### src/rtl/bht_pkg.sv
// Shared types and constants for the branch history table controller.
// Optional write-to-lookup forwarding is enabled with BHT_BYPASS_EN.
package bht_pkg;

    localparam int BHT_ADDR_WIDTH = 5;
    localparam int BHT_CNT_WIDTH  = 2;

    localparam logic [BHT_CNT_WIDTH-1:0] WEAK_NT = 2'b01;

    typedef enum logic {
        IDLE  = 1'b0,
        SWEEP = 1'b1
    } bht_state_e;

    typedef struct packed {
        logic [BHT_ADDR_WIDTH-1:0] addr;
        logic                      taken;
    } upd_entry_t;

endpackage

### src/rtl/bht_upd_fifo.sv
// Resolved-branch update queue for the BHT controller.
// Clear wins over pop; a push in the clearing cycle lands in slot 0.
module bht_upd_fifo #(
    parameter int W     = 6,
    parameter int DEPTH = 4
) (
    input  logic         clk,
    input  logic         reset_n,
    input  logic         push,
    input  logic         pop,
    input  logic         clear,
    input  logic [W-1:0] din,
    output logic         full,
    output logic         empty,
    output logic [W-1:0] head
);

    localparam int PW = $clog2(DEPTH);
    localparam logic [PW:0] PTR_ONE = (PW+1)'(1);

    logic [PW:0]   wr_ptr;
    logic [PW:0]   rd_ptr;
    logic [PW-1:0] wr_idx;
    logic [W-1:0]  mem [DEPTH];

    always_ff @(posedge clk) begin
        if (!reset_n) begin
            wr_ptr <= '0;
            rd_ptr <= '0;
        end else if (clear) begin
            rd_ptr <= '0;
            wr_ptr <= push ? PTR_ONE : '0;
        end else begin
            if (push)
                wr_ptr <= wr_ptr + PTR_ONE;
            if (pop)
                rd_ptr <= rd_ptr + PTR_ONE;
        end
    end

    always_comb begin
        wr_idx = wr_ptr[PW-1:0];
        if (clear)
            wr_idx = '0;
    end

    always_ff @(posedge clk) begin
        if (push)
            mem[wr_idx] <= din;
    end

    assign empty = (wr_ptr == rd_ptr);
    assign full  = (wr_ptr[PW] != rd_ptr[PW]) &&
                   (wr_ptr[PW-1:0] == rd_ptr[PW-1:0]);
    assign head  = mem[rd_ptr[PW-1:0]];

endmodule

### src/rtl/bht_ctrl.sv
// Branch history table controller: lookup, queued updates, flush sweep.
// Define BHT_BYPASS_EN to forward same-cycle writes to the lookup port.
module bht_ctrl
    import bht_pkg::*;
#(
    parameter int ENTRY_NUM  = 32,
    parameter int ADDR_WIDTH = BHT_ADDR_WIDTH,
    parameter int CNT_WIDTH  = BHT_CNT_WIDTH,
    parameter int FIFO_DEPTH = 4
) (
    input  logic                  clk,
    input  logic                  reset_n,
    input  logic [ADDR_WIDTH-1:0] lk_addr,
    output logic [CNT_WIDTH-1:0]  lk_cnt,
    output logic                  lk_taken,
    input  logic                  upd_valid,
    output logic                  upd_ready,
    input  logic [ADDR_WIDTH-1:0] upd_addr,
    input  logic                  upd_taken,
    input  logic                  flush_req,
    output logic                  flush_busy,
    output logic [ADDR_WIDTH-1:0] ram_r0_addr,
    output logic [ADDR_WIDTH-1:0] ram_r1_addr,
    output logic [ADDR_WIDTH-1:0] ram_waddr,
    input  logic [CNT_WIDTH-1:0]  ram_r0_data,
    input  logic [CNT_WIDTH-1:0]  ram_r1_data,
    output logic                  ram_we,
    output logic [CNT_WIDTH-1:0]  ram_wdata
);

    localparam logic [ADDR_WIDTH-1:0] IDX_LAST =
        ADDR_WIDTH'(ENTRY_NUM - 1);
    localparam logic [ADDR_WIDTH-1:0] IDX_ONE = ADDR_WIDTH'(1);
    localparam logic [CNT_WIDTH-1:0]  CNT_ONE = CNT_WIDTH'(1);
    localparam logic [CNT_WIDTH-1:0]  CNT_MAX = '1;

    bht_state_e            state;
    bht_state_e            state_nxt;
    logic [ADDR_WIDTH-1:0] sweep_idx;
    logic [ADDR_WIDTH-1:0] idx_nxt;

    upd_entry_t            push_entry;
    upd_entry_t            head;
    logic                  fifo_push;
    logic                  fifo_pop;
    logic                  fifo_full;
    logic                  fifo_empty;
    logic [CNT_WIDTH-1:0]  sat_cnt;

    assign upd_ready        = !fifo_full && reset_n;
    assign fifo_push        = upd_valid && upd_ready;
    assign push_entry.addr  = upd_addr;
    assign push_entry.taken = upd_taken;

    bht_upd_fifo #(
        .W     ($bits(upd_entry_t)),
        .DEPTH (FIFO_DEPTH)
    ) u_fifo (
        .clk     (clk),
        .reset_n (reset_n),
        .push    (fifo_push),
        .pop     (fifo_pop),
        .clear   (flush_req),
        .din     (push_entry),
        .full    (fifo_full),
        .empty   (fifo_empty),
        .head    (head)
    );

    assign ram_r0_addr = lk_addr;
    assign ram_r1_addr = head.addr;

    always_comb begin
        sat_cnt = ram_r1_data;
        unique case (1'b1)
            head.taken && (ram_r1_data != CNT_MAX):
                sat_cnt = ram_r1_data + CNT_ONE;
            !head.taken && (ram_r1_data != '0):
                sat_cnt = ram_r1_data - CNT_ONE;
            default: ;
        endcase
    end

    always_ff @(posedge clk) begin
        if (!reset_n) begin
            state     <= IDLE;
            sweep_idx <= '0;
        end else begin
            state     <= state_nxt;
            sweep_idx <= idx_nxt;
        end
    end

    always_comb begin
        state_nxt = state;
        idx_nxt   = sweep_idx;
        fifo_pop  = 1'b0;
        ram_we    = 1'b0;
        ram_waddr = head.addr;
        ram_wdata = sat_cnt;
        unique case (state)
            IDLE: begin
                if (!fifo_empty) begin
                    fifo_pop = 1'b1;
                    ram_we   = 1'b1;
                end
                if (flush_req) begin
                    state_nxt = SWEEP;
                    idx_nxt   = '0;
                end
            end
            SWEEP: begin
                ram_we    = 1'b1;
                ram_waddr = sweep_idx;
                ram_wdata = CNT_WIDTH'(WEAK_NT);
                if (flush_req) begin
                    idx_nxt = '0;
                end else if (sweep_idx == IDX_LAST) begin
                    state_nxt = IDLE;
                    idx_nxt   = '0;
                end else begin
                    idx_nxt = sweep_idx + IDX_ONE;
                end
            end
            default: ;
        endcase
    end

    assign flush_busy = (state == SWEEP);

`ifdef BHT_BYPASS_EN
    always_comb begin
        lk_cnt = ram_r0_data;
        if (ram_we && (ram_waddr == lk_addr))
            lk_cnt = ram_wdata;
    end
`else
    assign lk_cnt = ram_r0_data;
`endif

    assign lk_taken = lk_cnt[CNT_WIDTH-1];

endmodule

### config.mk
export PLATFORM = sky130hd
export DESIGN_NAME = bht_ctrl
export DESIGN_NICKNAME = d
export VERILOG_FILES = /design/src/rtl/bht_pkg.sv /design/src/rtl/bht_upd_fifo.sv /design/src/rtl/bht_ctrl.sv
export SDC_FILE = /design/constraint.sdc
export NUM_CORES = 1
export LEC_CHECK = 0
export ABC_CLOCK_PERIOD_IN_PS = 6200
export CAP_MARGIN = 25
export CORE_MARGIN = 3
export CORE_UTILIZATION = 56
export CTS_BUF_LIST = sky130_fd_sc_hd__clkbuf_2 sky130_fd_sc_hd__clkbuf_4 sky130_fd_sc_hd__clkbuf_8
export DETAILED_ROUTE_END_ITERATION = 8
export HOLD_SLACK_MARGIN = 0.15
export PLACE_DENSITY = 0.95
export SLEW_MARGIN = 20
export SYNTH_ARGS = -nofsm -noshare
export SYNTH_HDL_FRONTEND = slang
export SYNTH_SLANG_ARGS = --single-unit
### constraint.sdc
create_clock -name clk -period 6.2 [get_ports clk]
set_input_delay 1.86 -clock clk [delete_from_list [all_inputs] [get_ports clk]]
set_output_delay 1.86 -clock clk [all_outputs]
set_load 0.03 [all_outputs]
==> results.md, run 1 <==
* Status: finished clean
* Post-CTS Hold Fix Bufs at 0
* Longest Clk Path Bufs at 2
* Worst slew margin at 0.439
* Worst Reg-to-Reg Cells at 4
* Boundary pin count at 42
* Crit path kind: input pin to output pin
* Arr. time, crit path at roughly 3500 ps
* Final nets at 192
* # rows at 20
* Initial antenna violation count at 0
* Synth Cell Area at ~1900 um2
* First-pass DRT Iterations at 5
* Clock skew at between 10 and 15 ps
* Reg2Reg Launch Point: u_fifo.wr_ptr[1]$_SDFFE_PN0P_
* Fin. max-slew vios at 0
* Tcrit/Tclk final at 0.867
* Initial Utilization at 0.602
* Final GP Congestion at 0.883
* DRC at 0
* Total grt overflow at 0
* FMAX at 186 MHz
* Syn Nets at around 170
* Tightest Hold Check Type: flop to flop
* RSZ-0062 raised after global routing: false
* Setup TNS at 0 ps
* Vias per cell at approximately 6.2
* Crit. Startpoint: ram_r1_data[0]
* Post-synthesis sequential area ratio at 0.531
* Tightest Pin Transition at around 840 ps
* Port Buffers at 26
* Hpwl dp at 2760 um
* Internal reg-to-reg setup slack at between 3000 and 4000 ps
* Final Setup Violations at 0
* First-pass GRT wire length at 6530 um
* Layout area overhead at 18.1%
* Die Height at between 60 and 70 um
* Maxcap violations at 0
* Worst-path cell chain: clkdlybuf4s50_1 > inv_1 > maj3_2 > or2_1 > clkdlybuf4s50_1
* EDFF count, synth at 24
* Clock Pin Slew Worst Setup and Hold Paths at between 100 and 150 ps
* CP peak stage delay at a little under 600 ps
* Top_reg_cell synth: edfxtp_1
* Crit path max fanout at 3
* Worst Path Required at between 4000 and 5000 ps
* GRT Util Overall at 0.212
* Routed vias at 1325
* Core box area at approximately 3100 um2
* Die X at roughly 64 um
* Mapped Cells at 149
* Die ar. at 4100 um2
* Slowest stage cell, crit path: clkdlybuf4s50_1
* Antenna-violating nets left at 0
* CTS Buf Count at 5
* Most frequent cells in the layout: clkdlybuf4s50_1 (26), edfxtp_1 (24), dfxtp_1 (14)
* CTS H-tree depth at 2
* Hold Vio Cnt, Final at 0
* R2R Path End: u_fifo.mem[3][4]$_DFFE_PP_
* Mean Syn Cell Area at between 10 and 15 um2
* Maximum VDD drop at 227 uV
* #FFs+latches synth at 38
* Setup Buffers After CTS at 0
* Worst skew pair latency at between 300 and 400 ps
* Initial DRC count at between 80 and 90
* Worst setup SP type: input pin
* Synth warnings at 0
* Routed len/inst at around 19 um
* Netlist cell types at 43
* Fin crit period at 5380 ps
* Post-cts sizing count at 0
* Largest net degree at the start of global routing at 22
* Vias in the first global route at around 1300
* Fraction of registers with async set/reset at 0
* CP most frequent cell: clkdlybuf4s50_1
* Power, Total at 0.602 mW
* CP Capture Point: ram_wdata[0]
* P per Cell Area at between 200 and 300 nW/um2
* Worst hold slack at about 540 ps
* Root Driver: clkbuf_4
* Lkg Pwr at 0.775 nW
* Share of cells above drive strength 1 at 0.118
* CTS tree: done
* Post-Route WL at 4010 um
* Clock Sinks at 38
* Antenna Cells at 0
* Commonest non-fill, non-tap cell in the layout: clkdlybuf4s50_1
* Worst setup EP type: output pin
-- routing by layer --
metal	GRT usage	routed length [um]	up-vias
met3	0.0668	310	12
met5	0	0	-
li1	-	-	603
met4	0.0916	64	0
met1	0.253	1580	641
met2	0.351	2050	69
-- cell usage after synthesis, drive strengths merged, types with 2 or more instances --
| cell type | count | area [um2] |
|---|---|---|
| nor2b | 4 | 25.0 |
| and3 | 3 | 18.8 |
| xnor2 | 3 | 26.3 |
| o21ai | 7 | 35.0 |
| xor2 | 3 | 26.3 |
| nor2 | 5 | 18.8 |
| buf | 13 | 92.6 |
| nand3b | 2 | 15.0 |
| mux2i | 2 | 20.0 |
| nor4b | 3 | 26.3 |
| nor3 | 2 | 10.0 |
| nand2b | 3 | 18.8 |
| a32oi | 2 | 17.5 |
| mux2 | 6 | 67.6 |
| nor4 | 2 | 12.5 |
| edfxtp | 24 | 721 |
| a21oi | 2 | 10.0 |
| o211ai | 5 | 37.5 |
| inv | 4 | 15.0 |
| mux4 | 6 | 154 |
| o21a | 2 | 15.0 |
| a31oi | 2 | 12.5 |
| ha | 4 | 50.1 |
| nand2 | 8 | 30.0 |
| dfxtp | 14 | 280 |
| nand3 | 3 | 15.0 |
| or4 | 2 | 15.0 |
| clkbuf | 2 | 7.51 |
-- worst max-delay path: cells and delay by family --
| kind | cells | cell delay, ps |
|---|---|---|
| adder cells (fa/ha/maj) | 1 | 290 |
| buffers and inverters | 3 | 1150 |
| AND/OR/NAND/NOR | 1 | 210 |
-- logic make-up after synthesis --
kind of cell	Yosys count	synth area share
compound gates	25	0.0896
flops	38	0.531
xor+xnor	6	0.0279
mux	14	0.128
buf+inv	19	0.0611
fa+ha+maj	5	0.0325
simple gates	42	0.129
-- state kept, by name, indices dropped and copies added, names as in the netlist, named ones only --
register and count:
u_fifo.mem 24, sweep_idx 5, u_fifo.rd_ptr 3, u_fifo.wr_ptr 3, flush_busy 1
-- area by class of cell --
cell class | count | area (um2)
flip-flops and latches | 38 | 1000
repair buffers | 28 | 273
inverters | 4 | 15.0
clock inverters | 3 | 68.8
multi-input cells | 92 | 774
clock buffers | 5 | 37.5
well taps | 44 | 55.1
fillers | 210 | 903
-- stage by stage --
step | worst slack (ps) | utilization | std cells | instance area (um2)
finish | 822 | 0.711 | 214 | 2220
global route | 785 | 0.711 | 214 | 2220
CTS | 826 | 0.710 | 213 | 2220
detailed placement | 831 | 0.676 | 205 | 2110
global placement | 885 | 0.676 | 205 | 2110
floorplan | 1870 | - | 149 | 1880
-- how the worst min path moves through the flow --
stage,end,slack [ps],startpoint,cells after the start
after global placement,sweep_idx[2]$_SDFFE_PN0P_,490,sweep_idx[2]$_SDFFE_PN0P_,2
after detailed placement,sweep_idx[2]$_SDFFE_PN0P_,520,sweep_idx[2]$_SDFFE_PN0P_,2
after global routing,sweep_idx[2]$_SDFFE_PN0P_,580,sweep_idx[2]$_SDFFE_PN0P_,2
after CTS,sweep_idx[2]$_SDFFE_PN0P_,540,sweep_idx[2]$_SDFFE_PN0P_,2
final,sweep_idx[2]$_SDFFE_PN0P_,540,sweep_idx[2]$_SDFFE_PN0P_,2
after floorplan,sweep_idx[2]$_SDFFE_PN0P_,450,sweep_idx[2]$_SDFFE_PN0P_,2
-- where the power goes --
| part | switching [mW] | total [mW] | internal, mW |
|---|---|---|---|
| registers | 0.0124 | 0.289 | 0.276 |
| logic | 0.0556 | 0.101 | 0.0453 |
| clock network | 0.0861 | 0.212 | 0.126 |
| total | 0.154 | 0.602 | 0.448 |
(Power assumes the default switching activity.)
==> run 2: changes to the inputs <==
ABC_CLOCK_PERIOD_IN_PS = 4900   (was 6200)
CORE_UTILIZATION = 47   (was 56)
PLACE_DENSITY = 0.87   (was 0.95)
clock period = 4.9 ns   (was 6.2 ns; I/O delays follow)
==> run 2 against run 1 <==
Net effect:
- largest power group unchanged
- clock-buffer cell count unchanged
- combinational power grew 28%
- highest routed layer unchanged
- clock power is 25% higher
- critical endpoint unchanged
==> results.md, run 2 (synthesis results as in run 1) <==
* Hpwl dp at 2710 um (-1.9%)
* First-pass DRT Iterations at 4 (-1)
* CTS tree: done
* Crit. Startpoint: ram_r1_data[0]
* CP peak stage delay at 600 ps (about the same)
* RSZ-0062 raised after global routing: false
* First-pass GRT wire length at 6370 um (-2.5%)
* Hold Vio Cnt, Final at 0 (unchanged)
* Initial Utilization at 0.500 (-0.103)
* R2R Path End: u_fifo.mem[3][2]$_DFFE_PP_
* Tightest Pin Transition at 933 ps (+94.9 ps)
* GRT Util Overall at 0.169 (-0.0434)
* Clk pwr share at 0.349 (-0.004)
* Setup TNS at 0 ps (unchanged)
* Clock Sinks at 38 (unchanged)
* Final Non-Filler Cells at 219 (+2.3%)
* Die ar. at 4800 um2 (+17%)
* FMAX at 220 MHz
* Post-cts sizing count at 0 (unchanged)
* Cell Int Power at 0.559 mW (+25%)
* Maxcap violations at 0 (unchanged)
* P per Cell Area at 339 nW/um2 (+25%)
* Fin crit period at about 4600 ps
* Internal reg-to-reg setup slack at 2470 ps (-1290 ps)
* Post-CTS Hold Fix Bufs at 0 (unchanged)
* Arr. time, crit path at 3090 ps (-430 ps)
* Largest net degree at the start of global routing at 22 (unchanged)
* CP most frequent cell: clkdlybuf4s50_1
* M3 GR Usage at 0.0594 (-0.00736)
* # rows at 22 (+10%)
* Port Buffers at 26 (unchanged)
* Clock Pin Slew Worst Setup and Hold Paths at 70 ps (-50 ps)
* Tcrit/Tclk final at 0.930
* Final GP Congestion at 0.910 (+3.0%)
* Final nets at 193 (+0.52%)
* Combinational power share at 0.170 (+0.002)
* Vias per cell at 6.02 (-2.7%)
* Final Setup Violations at 0 (unchanged)
* Met2 usage at 0.296 (-0.0554)
* Psw at 0.200 mW (+30%)
* CTS H-tree depth at 2 (unchanged)
* Power, Total at 0.759 mW (+26%)
* Die Height at 69.3 um (+8.3%)
* Most frequent cells in the layout: clkdlybuf4s50_1 (26), edfxtp_1 (24), dfxtp_1 (14)
* Antenna Cells at 0 (unchanged)
* Crit path kind: input pin to output pin
* Max reg flops at 24 (unchanged)
* Crit. path cell count at 5 (unchanged)
* Slowest stage cell, crit path: clkdlybuf4s50_1
* Layout area overhead at 18.9%
* Switching Share at 0.264 (+0.00776)
* Antenna-violating nets left at 0 (unchanged)
* Post-Route WL at 3900 um (-2.5%)
* CP Capture Point: ram_wdata[0]
* Longest Clk Path Bufs at 2 (unchanged)
* DRC at 0 (unchanged)
* Worst setup EP type: output pin
* Worst skew pair latency at 300 ps (-50 ps)
* Largest delay share family, worst path: buffers and inverters
* Largest Register: u_fifo.mem
* Tightest Hold Check Type: flop to flop
* GRT busiest layer: met2
* Initial antenna violation count at 0 (unchanged)
* Status: finished clean
* Worst slew margin at 0.373 (-0.0666)
* Vias in the first global route at 1302 (-2.0%)
* Initial DRC count at 68 (-17%)
* Setup Buffers After CTS at 0 (unchanged)
* Share of cells above drive strength 1 at 0.117 (-0.000688)
* Met1 Resource Use GR at 0.188 (-0.0649)
* Worst-path cell chain: clkdlybuf4s50_1 > inv_1 > maj3_2 > or2_1 > clkdlybuf4s50_1
* Lkg Pwr at 0.774 nW (about the same)
* Placed Instances at 211 (+2.9%)
* Fin. max-slew vios at 0 (unchanged)
* Crit path max fanout at 3 (unchanged)
* CP bufs+invs at 3 (unchanged)
* Core box area at 3770 um2 (+21%)
* Clock skew at 11.1 ps (-3.22 ps)
* Root Driver: clkbuf_8
* Routed len/inst at 17.8 um (-4.8%)
* Worst Path Required at 3430 ps (-910 ps)
* CTS Buf Count at 5 (unchanged)
* Reg2Reg Launch Point: u_fifo.wr_ptr[1]$_SDFFE_PN0P_
* Commonest non-fill, non-tap cell in the layout: clkdlybuf4s50_1
* Flop pwr share at 0.480 (about the same)
* Worst setup SP type: input pin
* Boundary pin count at 42 (unchanged)
* Regs by FF count: u_fifo.mem: 24 flops, sweep_idx: 5 flops
* Worst Reg-to-Reg Cells at 3 (-1)
* Total grt overflow at 0 (unchanged)
* Die X at 69.3 um (+8.3%)
* Maximum VDD drop at 222 uV (-2.0%)
* Routed vias at 1319 (-0.45%)
==> run 2: power by group through the flow <==
| stage | sequential, mW | clock (mW) | combinational (mW) |
|---|---|---|---|
| after floorplan | 0.362 | 0 | 0.0997 |
| after global placement | 0.370 | 0 | 0.124 |
| after detailed placement | 0.372 | 0 | 0.127 |
| after CTS | 0.364 | 0.270 | 0.129 |
| after global routing | 0.366 | 0.287 | 0.137 |
| final | 0.365 | 0.265 | 0.129 |
==> run 2: tightest hold or removal path, delay by kind of cell (launching register included) <==
kind | cells | cell delay, ps
AND/OR/NAND/NOR | 1 | 70
flip-flops | 1 | 350
AO/OA/AOI/OAI | 1 | 50
==> run 2: final cells by class <==
cell class                      count  area (um2)
Clock buffer                        5        68.8
Clock inverter                      3        45.0
Fill cell                         275        1530
Inverter                            4        15.0
Multi-Input combinational cell     92         768
Sequential cell                    38        1000
Tap cell                           48        60.1
Timing Repair Buffer               29         283
==> run 2: through the flow <==
stage / hold WS [ps] / util / worst slack (ps) / cell area, um2
floorplan: 453 / - / 1350 / 1880
CTS: 506 / 0.594 / 341 / 2240
global route: 553 / 0.594 / 283 / 2240
global placement: 481 / 0.564 / 365 / 2130
finish: 510 / 0.594 / 345 / 2240
detailed placement: 494 / 0.564 / 340 / 2130
==> run 2: metal layers <==
metal,share of wire,vias to the layer above
li1,-,605
met1,0.40,648
met2,0.51,54
met3,0.074,12
met4,0.017,0
met5,0,-
==> run 2: how the worst min path moves through the flow <==
stage	startpoint	end	slack, ps	cells past startpoint
3_5_place_dp	sweep_idx[2]$_SDFFE_PN0P_	sweep_idx[2]$_SDFFE_PN0P_	490	2
5_1_grt	sweep_idx[2]$_SDFFE_PN0P_	sweep_idx[2]$_SDFFE_PN0P_	550	2
4_1_cts	sweep_idx[2]$_SDFFE_PN0P_	sweep_idx[2]$_SDFFE_PN0P_	510	2
3_3_place_gp	sweep_idx[2]$_SDFFE_PN0P_	sweep_idx[2]$_SDFFE_PN0P_	480	2
2_1_floorplan	sweep_idx[2]$_SDFFE_PN0P_	sweep_idx[2]$_SDFFE_PN0P_	450	2
6_report	sweep_idx[2]$_SDFFE_PN0P_	sweep_idx[2]$_SDFFE_PN0P_	510	2
